## src/rtl/mult_mat_pkg.sv

```systemverilog
// Shared types and index helpers for the sequential NxN matrix multiplier.
package mult_mat_pkg;

  typedef enum logic [1:0] {
    IDLE,
    CALC,
    FIN
  } state_t;

  // Accumulator width: an N-term sum of 2W-bit products needs clog2(N) guard bits.
  function automatic int acc_width(input int w, input int n);
    return 2 * w + $clog2(n);
  endfunction

  function automatic int elem_idx(input int i, input int j, input int n);
    return i * n + j;
  endfunction

  function automatic int elem_lsb(input int i, input int j, input int n, input int w);
    return elem_idx(i, j, n) * w;
  endfunction

endpackage

```

## src/rtl/mult_mat_reduce.sv

```systemverilog
// Reduces a full-width dot-product sum to a W-bit element, either wrapped or saturated.
module mult_mat_reduce #(
  parameter int W   = 3,
  parameter int AW  = 7,
  parameter int SAT = 0
) (
  input  logic [AW-1:0] sum,
  output logic [W-1:0]  elem,
  output logic          ovf
);

  localparam logic [AW-1:0] MAX = {{(AW-W){1'b0}}, {W{1'b1}}};

  assign ovf  = (sum > MAX);
  assign elem = (SAT != 0 && ovf) ? {W{1'b1}} : sum[W-1:0];

endmodule

```

## src/rtl/mult_mat_seq.sv

```systemverilog
// Sequential NxN unsigned matrix multiplier: one multiply-accumulate per enabled cycle,
// result published atomically when the last element is reduced.
module mult_mat_seq
  import mult_mat_pkg::*;
#(
  parameter int N   = 2,
  parameter int W   = 3,
  parameter int SAT = 0
) (
  input  logic             clk,
  input  logic             rst_n,
  input  logic             clk_enable,
  input  logic             start,
  input  logic [N*N*W-1:0] matriz_A,
  input  logic [N*N*W-1:0] matriz_B,
  output logic [N*N*W-1:0] matriz_resultado,
  output logic             busy,
  output logic             done,
  output logic             overflow
);

  localparam int AW = acc_width(W, N);
  localparam int CW = $clog2(N);
  localparam int MW = N * N * W;
  localparam logic [CW-1:0] LAST = CW'(N - 1);

  state_t          state;
  logic [CW-1:0]   i, j, k;
  logic [MW-1:0]   a_reg, b_reg, res_buf, res_next;
  logic [AW-1:0]   acc, sum;
  logic [W-1:0]    a_el, b_el, elem;
  logic [2*W-1:0]  product;
  logic            elem_ovf;

  // NOTE: every variable gets a default at the top so no path leaves it unassigned (no latch).
  always_comb begin
    a_el     = a_reg[elem_lsb(int'(i), int'(k), N, W) +: W];
    b_el     = b_reg[elem_lsb(int'(k), int'(j), N, W) +: W];
    product  = (2*W)'(a_el) * (2*W)'(b_el);
    sum      = acc + AW'(product);
    res_next = res_buf;
    res_next[elem_lsb(int'(i), int'(j), N, W) +: W] = elem;
  end

  mult_mat_reduce #(
    .W   (W),
    .AW  (AW),
    .SAT (SAT)
  ) u_reduce (
    .sum  (sum),
    .elem (elem),
    .ovf  (elem_ovf)
  );

  // NOTE: state uses non-blocking assignments so every register samples pre-edge values.
  always_ff @(posedge clk or negedge rst_n) begin
    if (!rst_n) begin
      state            <= IDLE;
      i                <= '0;
      j                <= '0;
      k                <= '0;
      acc              <= '0;
      a_reg            <= '0;
      b_reg            <= '0;
      res_buf          <= '0;
      matriz_resultado <= '0;
      busy             <= 1'b0;
      done             <= 1'b0;
      overflow         <= 1'b0;
    end else if (clk_enable) begin
      case (state)
        IDLE: begin
          done <= 1'b0;
          if (start) begin
            a_reg    <= matriz_A;
            b_reg    <= matriz_B;
            i        <= '0;
            j        <= '0;
            k        <= '0;
            acc      <= '0;
            overflow <= 1'b0;
            busy     <= 1'b1;
            state    <= CALC;
          end
        end
        CALC: begin
          if (k == LAST) begin
            // Element complete: fold in the last product and step row-major.
            res_buf  <= res_next;
            acc      <= '0;
            k        <= '0;
            overflow <= overflow | elem_ovf;
            if (j == LAST) begin
              j <= '0;
              if (i == LAST) begin
                i                <= '0;
                matriz_resultado <= res_next;
                done             <= 1'b1;
                state            <= FIN;
              end else begin
                i <= i + 1'b1;
              end
            end else begin
              j <= j + 1'b1;
            end
          end else begin
            acc <= sum;
            k   <= k + 1'b1;
          end
        end
        FIN: begin
          done  <= 1'b0;
          busy  <= 1'b0;
          state <= IDLE;
        end
        default: state <= IDLE;
      endcase
    end
  end

endmodule
```

## config.mk

```make
export PLATFORM = sky130hd
export DESIGN_NAME = mult_mat_seq
export DESIGN_NICKNAME = d
export VERILOG_FILES = /design/src/rtl/mult_mat_pkg.sv /design/src/rtl/mult_mat_reduce.sv /design/src/rtl/mult_mat_seq.sv
export SDC_FILE = /design/constraint.sdc
export NUM_CORES = 1
export LEC_CHECK = 0
export ABC_AREA = 1
export BUFFER_PORTS_ARGS = -buffer_cell sky130_fd_sc_hd__buf_2
export CORE_MARGIN = 2
export CORE_UTILIZATION = 35
export DETAILED_ROUTE_END_ITERATION = 16
export PLACE_DENSITY_LB_ADDON = 0.25
export SLEW_MARGIN = 20
export SYNTH_ARGS = -nofsm -noshare
export SYNTH_HDL_FRONTEND = slang
export SYNTH_SLANG_ARGS = --single-unit
```

## constraint.sdc

```tcl
create_clock -name clk -period 4.59 [get_ports clk]
set_clock_uncertainty 0.1 [all_clocks]
set_input_delay 0.918 -clock clk [delete_from_list [all_inputs] [get_ports clk]]
set_output_delay 0.918 -clock clk [all_outputs]
set_load 0.05 [all_outputs]
```

==> results of run 1 <==
[routing by layer]
layer | vias to the layer above | part of all wire, %
met5 | - | 0
met4 | 0 | 1.8
met3 | 10 | 4.8
met2 | 72 | 44
met1 | 1328 | 49
li1 | 1405 | -
[cells by family (layout without fill, tap and decap cells)]
group | Yosys count | after routing | share of synthesized area [%]
and+or+nand+nor | 204 | 204 | 25.69
buffers and inverters | 65 | 111 | 7.934
DFF | 63 | 63 | 47.60
AOI/OAI and AO/OA | 57 | 57 | 10.20
adders and majority gates | 19 | 19 | 8.311
xor gates and xnor gates | 1 | 1 | 0.2645
[final cells by class]
| type | instances | area (µm²) |
|---|---|---|
| Fill cell | 949 | 5423 |
| Sequential cell | 63 | 1577 |
| Multi-Input combinational cell | 281 | 1479 |
| Timing Repair Buffer | 43 | 217.7 |
| Inverter | 52 | 195.2 |
| Tap cell | 111 | 138.9 |
| Clock buffer | 11 | 131.4 |
| Clock inverter | 5 | 35.03 |
[tightest hold or removal path, delay by kind of cell, from the launching register on]
family	cells	cell delay [ns]
flip-flops	1	0.34
AND/OR/NAND/NOR	2	0.09
[Yosys cell counts (all sizes together)]
cell type,number
and3,1
dfrtp,63
nor2,14
nor3,2
inv,51
fa,5
a21oi,12
nand4,2
nand3b,1
a32oi,6
clkbuf,5
a22o,2
o32ai,2
xor2,1
o2111ai,1
nand3,39
buf,8
nand2,145
o21ai,25
ha,14
o22ai,9
clkinv,1
[power groups by stage]
stage | registers, mW | logic, mW | clock network (mW)
finish | 0.943 | 1.50 | 0.434
global route | 0.975 | 1.74 | 0.466
CTS | 0.944 | 1.52 | 0.442
detailed placement | 0.952 | 1.52 | 0
global placement | 0.946 | 1.49 | 0
floorplan | 1.10 | 1.01 | 0
[cell usage in the layout (no fill, tap or decap), drive strengths merged, types with 2 or more instances in the layout]
cell,count
a21oi,12
clkinv,5
fa,5
inv,51
nand3,39
ha,14
nand2,145
o22ai,9
nand4,2
buf,43
a32oi,6
nor3,2
o32ai,2
o21ai,25
clkbuf,11
a22o,2
dfrtp,63
nor2,14
[worst paths after layout]
path	startpoint	endpoint	slack, ns	cells past startpoint
setup / recovery	j	overflow	0.68	16
hold / removal	matriz_resultado[7]	matriz_resultado[7]	0.37	2
setup reg to reg	j	overflow	0.68	16
hold reg to reg	matriz_resultado[7]	matriz_resultado[7]	0.37	2
max in group asynchronous	rst_n	state[1]	2.95	2
min in group asynchronous	rst_n	acc[5]	0.56	1
==> flow_metrics.tcl, run 1 <==
set metrics [dict create \
    grt_pass1_wl_mm 13.26 \
    port_buffers 42 \
    critical_path.cell_chain "inv_1 -> nand2_1 -> a32oi_1 -> nand2_1 -> fa_1 -> inv_1 -> fa_1 -> inv_1 -> fa_1 -> nand3b_1 -> nand3_1 -> nand2_1 -> nor2_1 -> nand3_1 -> nand3_1 -> nand2_1" \
    grt_max_degree 37 \
    fin_crit_sh_pct 85.23 \
    ys_seq_elements 63 \
    antenna_found_initial 0 \
    routedWlPerCell_um 13.38 \
    internal_power_mw 1.458 \
    worstPathMaxFanout 13 \
    post_cts_buffers 0 \
    numCtsBuffers 9 \
    critPathSlowestCell "fa_1" \
    power.share.clock_pct 15.1 \
    fin_hold_ws_ns 0.3679 \
    met1_usage_pct 23.02 \
    syn_inst 409 \
    ant_nets 0 \
    switching_share_pct 49.39 \
    p_total_mw 2.880 \
    finish.utilization_pct 41.03 \
    vias 2815 \
    grt.met3_usage_pct 3.451 \
    dpl_cell_area_um2 3607 \
    crit_required_ns 4.73 \
    status "finished, final reports clean" \
    synth-seq-area-share_pct 47.60 \
    area_growth_pct 13.94 \
    ir_drop_mv 0.3410 \
    grt_setup_unrepaired "false" \
    start_util_pct 36.01 \
    clkTransAtPathRegs_ns 0.08 \
    hold_viol 0 \
    crit_buf_inv 3 \
    diodes 0 \
    crit_path_end_kind "flop" \
    yosysWarningCount 0 \
    cts.path.max_buffers 2 \
    timing.fmax_mhz 255.6 \
    finalMaxSlewViolations 0 \
    die_h_um 101.3 \
    grtUsageMet2_pct 25.32 \
    cts_tree "yes" \
    io_pins 43 \
    place_congestion 0.8524 \
    setup_viol 0 \
    cap_viol_max_count 0 \
    cts_resized 0 \
    final_cell_area_um2 3774 \
    rows 35 \
    clk_latency_ns 0.35 \
    die_x_um 101.3 \
    yosys.area.top_type "dfrtp_1" \
    p_seq_share_pct 32.7 \
    via_per_inst 4.973 \
    worstHoldPathType "flop to flop" \
    drive_above_1_share_pct 14.95 \
    grt_pass1_vias 2753 \
    relSlewSlack_pct 44.73 \
    fin_ws_ns 0.6779 \
    syn_area_per_cell_um2 8.098 \
    hold_buffers 0 \
    synthTopCellsByArea "dfrtp_1 48%, nand2_1 16%, nand3_1 5.9%" \
    synth_area_um2 3312 \
    yosys.area.top_type_share_pct 47.60 \
    netlist-cell-type-count 30 \
    gr-total-overflow 0 \
    final_nets 497 \
    cp.arrival_ns 4.05 \
    path_common_cell "nand2_1" \
    fp.coreArea_um2 9196 \
    track_usage_pct 16.52 \
    dp_hpwl_mm 5.422 \
    htreeDepth 3 \
    dr.pass1.iters 4 \
    crit_type "flop to flop" \
    busiest_layer "met2" \
    power_per_cell_area_nw_per_um2 763.3 \
    switching_power_mw 1.423 \
    root_buffer "clkbuf_8" \
    crit_path_max_incr_delay_ns 0.55 \
    drcViolationCount 0 \
    initialDrtViolationCount 108 \
    cp_top_family "adder cells" \
    p_comb_share_pct 52.2 \
    dieArea_um2 10260 \
    syn_nets 456 \
    worstMarginPinSlew_ns 0.8290 \
    finalCriticalPeriod_ns 3.912 \
    cp-start-kind "flop" \
    placedCellCount 550 \
    fin_tns_setup_ns 0 \
    pre_cts_ws_ns 0.6961 \
    clock_sinks 63 \
    p_leak_nw 2.010 \
    fin_cells 566 \
    routed_wl_mm 7.571 \
]
Note: power is estimated with default switching activity, not from simulation.
==> inputs of run 2 (changes only) <==
clock period = 3.7 ns   (was 4.59 ns; I/O delays follow)
==> flow_metrics.tcl, run 2 (synthesis results as in run 1) <==
set metrics [dict create \
    initialDrtViolationCount 152 \
    crit_buf_inv 3 \
    drive_above_1_share_pct 18.45 \
    worstMarginPinSlew_ns 0.6055 \
    crit_path_max_incr_delay_ns 0.55 \
    power.share.clock_pct 14.8 \
    p_comb_share_pct 53.6 \
    htreeDepth 3 \
    cp.arrival_ns 3.61 \
    cts_tree "yes" \
    vias 2787 \
    port_buffers 42 \
    reg2reg_depth 16 \
    p_leak_nw 2.064 \
    fin_ws_ns 0.2298 \
    cap_viol_max_count 0 \
    path_common_cell "nand2_1" \
    die_h_um 101.3 \
    ir_drop_mv 0.2925 \
    layout_commonest_cell "nand2_1" \
    routed_wl_mm 7.337 \
    grt_pass1_vias 2705 \
    ant_nets 0 \
    p_seq_share_pct 31.6 \
    grt_max_degree 39 \
    via_per_inst 4.830 \
    multi_input_area_um2 1503 \
    timing.fmax_mhz 288.2 \
    fillCellCount 953 \
    clkTransAtPathRegs_ns 0.08 \
    final_nets 508 \
    switching_power_mw 1.753 \
    fp.coreArea_um2 9196 \
    gr-total-overflow 0 \
    relSlewSlack_pct 59.63 \
    place_congestion 0.8226 \
    setup_viol 0 \
    critPathSlowestCell "fa_1" \
    dr.pass1.iters 5 \
    die_x_um 101.3 \
    area_growth_pct 17.68 \
    hold_viol 0 \
    drcViolationCount 0 \
    numCtsBuffers 9 \
    finish.utilization_pct 42.38 \
    diodes 0 \
    finalCriticalPeriod_ns 3.470 \
    crit_required_ns 3.84 \
    rr_endpoint "overflow" \
    crit_type "flop to flop" \
    worstHoldPathType "input port to async pin" \
    cp-start-kind "flop" \
    crit_path_end_kind "flop" \
    root_buffer "clkbuf_8" \
    rrSetupSlack_ns 0.23 \
    status "finished, final reports clean" \
    cts.path.max_buffers 2 \
    layout_common_cells "143 x nand2_1, 63 x dfrtp_1, 45 x inv_1" \
    antenna_found_initial 0 \
    start_util_pct 36.01 \
    hold_buffers 0 \
    clk_latency_ns 0.35 \
    fin_crit_sh_pct 93.79 \
    switching_share_pct 47.87 \
    dp_hpwl_mm 5.416 \
    cp_top_family "adder cells" \
    pre_cts_ws_ns 0.1255 \
    regArea_um2 1577 \
    critical_path.cell_chain "buf_4 -> nand2_1 -> a32oi_2 -> nand2_1 -> fa_1 -> inv_1 -> fa_1 -> inv_1 -> fa_1 -> nand3b_1 -> nand3_1 -> nand2_1 -> nor2_1 -> nand3_1 -> nand3_1 -> nand2_1" \
    io_pins 43 \
    finalMaxSlewViolations 0 \
    grt_pass1_wl_mm 12.80 \
    power_per_cell_area_nw_per_um2 939.8 \
    internal_power_mw 1.910 \
    routedWlPerCell_um 12.72 \
    rows 35 \
    r2r-start "k" \
    dieArea_um2 10260 \
    worstPathMaxFanout 6 \
    track_usage_pct 15.78 \
    clock_sinks 63 \
]
## run 2: layer usage
layer,global-route usage [%],share of wire [%],wire [µm],vias to the layer above
li1,-,-,-,1426
met1,21.54,50,3638,1303
met2,25.01,46,3347,51
met3,3.865,3.6,261,7
met4,4.678,1.2,89,0
met5,0,0,0,-
## run 2: through the flow
| stage | area [µm²] | power [mW] | TNS, ns | cells | hold WS (ns) |
|---|---|---|---|---|---|
| after floorplan | 3312 | 2.618 | 0 | 409 | 0.3417 |
| after global placement | 3661 | 3.067 | 0 | 558 | 0.3505 |
| after detailed placement | 3661 | 3.090 | 0 | 558 | 0.3542 |
| after CTS | 3836 | 3.646 | 0 | 574 | 0.3178 |
| after global routing | 3897 | 4.038 | -0.004132 | 577 | 0.3448 |
| final | 3897 | 3.663 | 0 | 577 | 0.2985 |
## run 2: worst max path at each step
stage | start | endpoint | slack, ns | cells after the start
global route | k | overflow | -0.004 | 16
finish | k | overflow | 0.23 | 16
detailed placement | k | overflow | 0.13 | 16
CTS | k | overflow | 0.10 | 16
floorplan | k | overflow | 0.12 | 17
global placement | k | overflow | 0.20 | 16
## run 2: cell type report
cell class,count,share of cell area (%)
Inverter,52,5.233
Tap cell,111,3.563
Clock buffer,11,3.628
Sequential cell,63,40.45
Multi-Input combinational cell,281,38.56
Timing Repair Buffer,54,7.705
Clock inverter,5,0.8668
## run 2: power by group through the flow
stage | combinational (mW) | sequential [mW] | clock, mW
after CTS | 1.93 | 1.16 | 0.555
after global placement | 1.91 | 1.16 | 0
final | 1.96 | 1.16 | 0.541
after floorplan | 1.25 | 1.37 | 0
after global routing | 2.26 | 1.19 | 0.588
after detailed placement | 1.92 | 1.17 | 0
## run 2: repair_timing
action | in CTS | in global routing
endpoints found under the setup margin | 0 | 10
gates resized for setup | 0 | 8
setup buffers | 0 | 3
==> inputs of run 3 (changes only) <==
CORE_MARGIN = not set   (was 2)
SETUP_SLACK_MARGIN = 0.4   (was not set)
==> flow_metrics.tcl, run 3 (synthesis results as in run 1) <==
set metrics [dict create \
    relSlewSlack_pct 61.04 \
    cp-startpoint "k" \
    fin_crit_sh_pct 89.79 \
    crit_end "matriz_resultado[5]" \
    fillCellCount 948 \
    path_common_cell "nand2_1" \
    crit_type "flop to flop" \
    initialDrtViolationCount 58 \
    area_growth_pct 20.74 \
    dpl_cell_area_um2 3641 \
    reg2reg_depth 14 \
    grt_setup_unrepaired "true" \
    cp-start-kind "flop" \
    routed_wl_mm 7.472 \
    htreeDepth 3 \
    worstPathMaxFanout 7 \
    regArea_um2 1578 \
    cp.arrival_ns 3.46 \
    drive_above_1_share_pct 21.03 \
    clk_latency_ns 0.34 \
    ant_nets 0 \
    dr.pass1.iters 4 \
    numCtsBuffers 9 \
    track_usage_pct 16.75 \
    cp.depth 14 \
    diodes 0 \
    worstMarginPinSlew_ns 0.5845 \
    fp.coreArea_um2 9196 \
    finalMaxSlewViolations 0 \
    crit_required_ns 3.83 \
    critPathSlowestCell "fa_2" \
    rows 35 \
    worstHoldPathType "input port to async pin" \
    fin_hold_ws_ns 0.2968 \
    setup_viol 0 \
    multi_input_area_um2 1551 \
    cts_tree "yes" \
    final_nets 509 \
    cap_viol_max_count 0 \
    via_per_inst 4.858 \
    ir_drop_mv 0.4938 \
    io_pins 43 \
    crit_path_end_kind "flop" \
    hold_viol 0 \
    pre_cts_ws_ns 0.1854 \
    cts.path.max_buffers 2 \
    placedCellCount 555 \
    gr-total-overflow 0 \
    rrSetupSlack_ns 0.38 \
    start_util_pct 36.01 \
    clock_sinks 63 \
    dieArea_um2 9856 \
    place_congestion 0.8137 \
    power_per_cell_area_nw_per_um2 976.5 \
    p_leak_nw 2.102 \
    status "finished, final reports clean" \
    layout_common_cells "140 x nand2_1, 62 x dfrtp_1, 44 x inv_1" \
    grt_pass1_wl_mm 13.03 \
    antenna_found_initial 0 \
    layout_commonest_cell "nand2_1" \
    routedWlPerCell_um 12.95 \
    root_buffer "clkbuf_8" \
    vias 2803 \
    finalCriticalPeriod_ns 3.322 \
    drcViolationCount 0 \
    fin_tns_setup_ns 0 \
    crit_path_max_incr_delay_ns 0.58 \
    fin_cells 577 \
    grt_max_degree 46 \
    grt_pass1_vias 2786 \
    cp_top_family "adder cells" \
    r2r-start "k" \
    hold_buffers 0 \
    port_buffers 42 \
    fin_ws_ns 0.3779 \
    dp_hpwl_mm 5.293 \
    crit_buf_inv 3 \
    die_h_um 99.28 \
    critical_path.cell_chain "clkinv_4 -> nand2_2 -> a32oi_2 -> nand2_1 -> fa_1 -> inv_1 -> fa_1 -> inv_2 -> fa_2 -> nor2_1 -> nand2_1 -> o22ai_2 -> nand2_1 -> nand2_1" \
    die_x_um 99.28 \
    final_cell_area_um2 3999 \
    clkTransAtPathRegs_ns 0.08 \
    p_total_mw 3.905 \
    rr_endpoint "matriz_resultado[5]" \
    finish.utilization_pct 43.48 \
    timing.fmax_mhz 301.0 \
]
==> run 3: routing by layer <==
| layer | track usage, % | wire length [µm] | vias to the layer above |
|---|---|---|---|
| met1 | 22.01 | 3508 | 1289 |
| met4 | 6.674 | 179 | 0 |
| met5 | 0 | 0 | - |
| li1 | - | - | 1430 |
| met3 | 4.216 | 291 | 18 |
| met2 | 26.55 | 3493 | 66 |
==> run 3: worst min-delay path by stage <==
stage,cells past startpoint,endpoint,from
after global routing,1,acc[4],rst_n
final,1,acc[6],rst_n
after CTS,2,matriz_resultado[10],matriz_resultado[10]
after global placement,2,matriz_resultado[4],matriz_resultado[4]
after detailed placement,2,matriz_resultado[10],matriz_resultado[10]
after floorplan,0,a_reg[0],rst_n
==> run 3: what timing repair did <==
item                                    4_1_cts  5_1_grt
endpoints found under the setup margin       10       11
gates resized for setup                      14       13
gates cloned                                  1        0
buffers inserted                              4        2
pin swaps                                     0        9
==> run 3: cell type report <==
type	instances	area share, %
flip-flops and latches	63	39.46
inverters	52	5.069
repair buffers	54	7.760
multi-input cells	281	38.80
clock buffers	11	3.536
repair inverters	1	0.1564
clock inverters	4	1.752
well taps	111	3.473
==> run 3: worst register-to-register path, delay by kind of cell (launching register included) <==
family / cells / cell delay (ns)
adder cells (fa/ha/maj): 3 / 1.64
flip-flops: 1 / 0.49
AND/OR/NAND/NOR: 6 / 0.49
AO/OA/AOI/OAI: 2 / 0.31
buffers and inverters: 3 / 0.20
==> run 3: power breakdown <==
part	total [mW]	internal [mW]	switching, mW
sequential	1.16	0.987	0.176
combinational	2.09	0.713	1.37
clock	0.655	0.392	0.263
total	3.90	2.09	1.81
